$ cat src/rtl/sar_pkg.sv
// Shared state encoding for the successive-approximation search controller.
package sar_pkg;

    typedef enum logic [1:0] {
        IDLE = 2'd0,
        TEST = 2'd1,
        DONE = 2'd2
    } sar_state_t;

endpackage

$ cat src/rtl/sar_search.sv
// Successive-approximation search controller: drives trial values to an
// external comparator and resolves the target one bit per clock, MSB first,
// exiting early on an exact match.
module sar_search
    import sar_pkg::*;
#(
    parameter int unsigned WIDTH = 8
) (
    input  logic             clk,
    input  logic             reset,
    input  logic             start,
    input  logic             lt,
    input  logic             eq,
    input  logic             gt,
    output logic [WIDTH-1:0] trial,
    output logic             busy,
    output logic             done,
    output logic [WIDTH-1:0] result,
    output logic             fault
);

    localparam logic [WIDTH-1:0] MSB = {1'b1, {(WIDTH-1){1'b0}}};
    localparam logic [WIDTH-1:0] LSB = {{(WIDTH-1){1'b0}}, 1'b1};

    sar_state_t       state, state_n;
    logic [WIDTH-1:0] acc, acc_n;
    logic [WIDTH-1:0] mask, mask_n;
    logic [WIDTH-1:0] result_n;
    logic             fault_n;
    logic [WIDTH-1:0] acc_upd;

    // Outputs derive from registers only: no input-to-output path
    assign trial = acc | mask;
    assign busy  = (state == TEST);
    assign done  = (state == DONE);

    // State and datapath registers
    always_ff @(posedge clk or posedge reset) begin
        if (reset) begin
            state  <= IDLE;
            acc    <= '0;
            mask   <= '0;
            result <= '0;
            fault  <= 1'b0;
        end else begin
            state  <= state_n;
            acc    <= acc_n;
            mask   <= mask_n;
            result <= result_n;
            fault  <= fault_n;
        end
    end

    // Next-state and datapath update; flags are judged against the current trial
    always_comb begin
        state_n  = state;
        acc_n    = acc;
        mask_n   = mask;
        result_n = result;
        fault_n  = fault;
        acc_upd  = acc;
        case (state)
            IDLE: begin
                if (start) begin
                    acc_n   = '0;
                    mask_n  = MSB;
                    fault_n = 1'b0;
                    state_n = TEST;
                end
            end
            TEST: begin
                case ({lt, eq, gt})
                    3'b010: begin
                        result_n = trial;
                        state_n  = DONE;
                    end
                    3'b100, 3'b001: begin
                        // lt keeps the test bit, gt drops it
                        if (lt) begin
                            acc_upd = trial;
                        end
                        acc_n = acc_upd;
                        if (mask == LSB) begin
                            result_n = acc_upd;
                            state_n  = DONE;
                        end else begin
                            mask_n = mask >> 1;
                        end
                    end
                    default: begin
                        fault_n  = 1'b1;
                        result_n = acc;
                        state_n  = DONE;
                    end
                endcase
            end
            DONE: begin
                mask_n  = '0;
                state_n = IDLE;
            end
            default: begin
                state_n = IDLE;
            end
        endcase
    end

endmodule

$ cat config.mk
export PLATFORM = sky130hd
export DESIGN_NAME = sar_search
export DESIGN_NICKNAME = d
export VERILOG_FILES = /design/src/rtl/sar_pkg.sv /design/src/rtl/sar_search.sv
export SDC_FILE = /design/constraint.sdc
export NUM_CORES = 1
export LEC_CHECK = 0
export CAP_MARGIN = 10
export CORE_UTILIZATION = 40
export CTS_CLUSTER_SIZE = 20
export DETAILED_ROUTE_END_ITERATION = 6
export PLACE_DENSITY = 0.67
export REMOVE_ABC_BUFFERS = 1
export SLEW_MARGIN = 20
export SYNTH_ARGS = -nofsm -noshare
export SYNTH_HDL_FRONTEND = slang
export SYNTH_SLANG_ARGS = --single-unit
export TNS_END_PERCENT = 10
$ cat constraint.sdc
create_clock -name clk -period 2 [get_ports clk]
set_clock_uncertainty 0.15 [all_clocks]
set_input_delay 0.4 -clock clk [delete_from_list [all_inputs] [get_ports clk]]
set_output_delay 0.4 -clock clk [all_outputs]
set_load 0.01 [all_outputs]
==> results.toml <==
[synthesis]
seq_area_frac_synth = 0.500
async_flop_share = 1.00
synthAdderAreaFrac = 0.0370
synthMuxAreaShare = 0.0741
synth_top_family_by_area = "compound AO/OA/AOI/OAI gates"
synth_compound_area_frac = 0.192
ys_types = 25
syn_inst = 129
ys_ff_latch = 27
synth_edf_count = 0
synth_ff_type = "dfrtp_1"
synth_area_per_cell_sq_um = 10.5
synth_xor_area_frac = 0.0130
yosys_warnings = 0
yosys.area_share.simple = 0.131
synth_area_sq_um = 1350

[die]
ios = 25
die_h_um = 60.1
num_rows = 20
core_area_sq_um = 3130
die-width_um = 60.1
start_util = 0.432
dieArea_sq_um = 3610

[cts]
root_buffer = "clkbuf_4"
postCtsHoldBufs = 0
path_clk_slew_ns = 0.15
cts.path.max_buffers = 2
cts_sinks = 27
cts_made_buffers = 3
h-tree-depth = 1
cts_tree = "built"
clk_latency_ns = 0.33

[grt]
grtUsageTotal = 0.176
met3_usage = 0.0260
grt_use_met2 = 0.294
globalRouteOverflowTotal = 0
grt_max_degree = 28
antenna_found_initial = 0
grt.busiest_layer = "met2"
grt_pass1_wl_mm = 4.70
grt_pass1_vias = 1039
use_met1 = 0.238

[placement]
place.gp.congestion = 0.786
place_hpwl_mm = 2.15
port_buffers = 24

[pwr]
total_power_mw = 1.79
powerDensity_nw_per_um2 = 988
ir_drop_uv = 569
leakage_nw = 0.908

[sta]
slew_viol_final = 0
setup_violations = 0
maxSlewHeadroom = 0.616
rsz0062_at_grt = "true"
period_share = 0.970
min_period_ns = 1.94
hold_ws_ns = 0.260
tightest_slew_ns = 0.573
hold_viol_final = 0
fmax_mhz = 515

[setup_path]
cp_max_fo = 7
endpoint_kind = "output port"
path_class = "reg -> out"
critPathArrivalTime_ns = 1.39
start_kind = "flip-flop"
required_ns = 1.45

[route]
vias = 1101
first_iter_violations = 31
vias_per_cell = 5.10
wl_per_cell_um = 13.7
wirelength_mm = 2.96
drc = 0
ant_nets = 0
dr.pass1.iters = 4

[run_status]
status = "finished, final reports clean"

[hold_path]
hold_path_class = "in -> async"

[finish]
area_growth_pct = 34.3
diodes = 0
drive_gt1_frac = 0.244
fin_nets = 183

[job]
max_cap_viol_count = 0
==> report_power, final <==
| part | switching [mW] | total [mW] | internal, mW | leakage, nW |
|---|---|---|---|---|
| sequential | 0.0731 | 0.712 | 0.639 | 0.359 |
| combinational | 0.419 | 0.835 | 0.417 | 0.531 |
| clock | 0.171 | 0.246 | 0.0751 | 0.0177 |
==> cells in the mapped netlist (2+ instances only) <==
cell type,n,area share
a21oi_1,18,0.067
a22o_1,11,0.071
a31oi_1,3,0.014
clkbuf_1,2,0.0056
dfrtp_1,27,0.50
ha_1,4,0.037
inv_1,13,0.036
mux2i_1,10,0.074
nand2_1,6,0.017
nor2_1,8,0.022
nor4_1,2,0.0093
or2_2,11,0.051
xnor2_1,2,0.013
==> critical path, stage by stage, from the launching register on <==
cell,delay [ns]
dfrtp_2,0.48
or2_2,0.30
dlygate4sd2_1,0.28
==> kinds of logic (layout without fill, tap and decap cells) <==
| family | count (synthesis) | after routing |
|---|---|---|
| AOI/OAI and AO/OA | 38 | 38 |
| and+or+nand+nor | 31 | 31 |
| DFF | 27 | 27 |
| buffers and inverters | 17 | 60 |
| muxes | 10 | 10 |
| adders and majority gates | 4 | 4 |
| xor gates and xnor gates | 2 | 2 |
==> cell usage in the layout (no fill, tap or decap), types with 2 or more instances in the layout <==
cell type        Yosys  final
xnor2_1              2      2
buf_4                0     17
ha_1                 4      3
nor4_1               2      2
dfrtp_1             27     24
a31oi_1              3      3
or2_2               11     11
inv_1               13     13
clkdlybuf4s15_1      0      2
nor2_1               8      8
mux2i_1             10     10
a21oi_1             18     18
clkdlybuf4s50_1      0     14
nand2_1              6      6
a22o_1              11     11
dfrtp_2              0      3
clkbuf_4             0      3
dlygate4sd2_1        0      7
==> worst paths after layout <==
path                                        from                    end  slack (ns)  cells past startpoint
max                          mask[6]$_DFFE_PP0P_               trial[6]        0.06                      2
min                                        reset  result[7]$_DFFE_PP0P_        0.26                      3
max in group asynchronous                  reset    mask[3]$_DFFE_PP0P_        1.17                      3
min in group clk           result[0]$_DFFE_PP0P_  result[0]$_DFFE_PP0P_        0.38                      2
min reg2reg                result[0]$_DFFE_PP0P_  result[0]$_DFFE_PP0P_        0.38                      2
max reg2reg                 state[0]$_DFFE_PP0P_    mask[7]$_DFFE_PP0P_        0.06                      6
==> metal layers <==
layer  vias to the layer above  wire [um]  share of wire
met4                         0         14         0.0047
li1                        537          -              -
met3                         2         90          0.030
met2                        26       1430           0.48
met5                         -          0              0
met1                       536       1420           0.48
==> what timing repair did <==
item,in CTS,in global routing
setup endpoints to repair,11,24
pin swaps,0,1
endpoints found under the hold margin,0,0
buffers inserted,0,2
gates resized for setup,12,7
==> sequential cells by signal (all words and copies together), names as in the netlist <==
signal	cells
acc	8
mask	8
result	8
state	2
fault	1
==> final cells by class <==
class                      instances  area, sq um
clock buffer                       3         22.5
clock inverter                     1         5.00
fill                             285         1310
inverter                          13         48.8
multi-input combinational         85          607
sequential                        27          679
tap                               44         55.1
timing repair buffer              43          397
==> stage by stage <==
stage | setup TNS, ns | std cells | setup slack [ns] | area [sq um] | util
6_report | 0 | 216 | 0.0593 | 1810 | 0.580
5_1_grt | -0.242 | 216 | -0.0548 | 1810 | 0.580
4_1_cts | -0.172 | 214 | -0.155 | 1780 | 0.570
3_5_place_dp | -3.28 | 210 | -0.200 | 1760 | 0.564
3_3_place_gp | -2.00 | 210 | -0.153 | 1760 | 0.564
2_1_floorplan | 0 | 125 | 0.0425 | 1330 | -
Note: power is estimated with default switching activity, not from simulation.
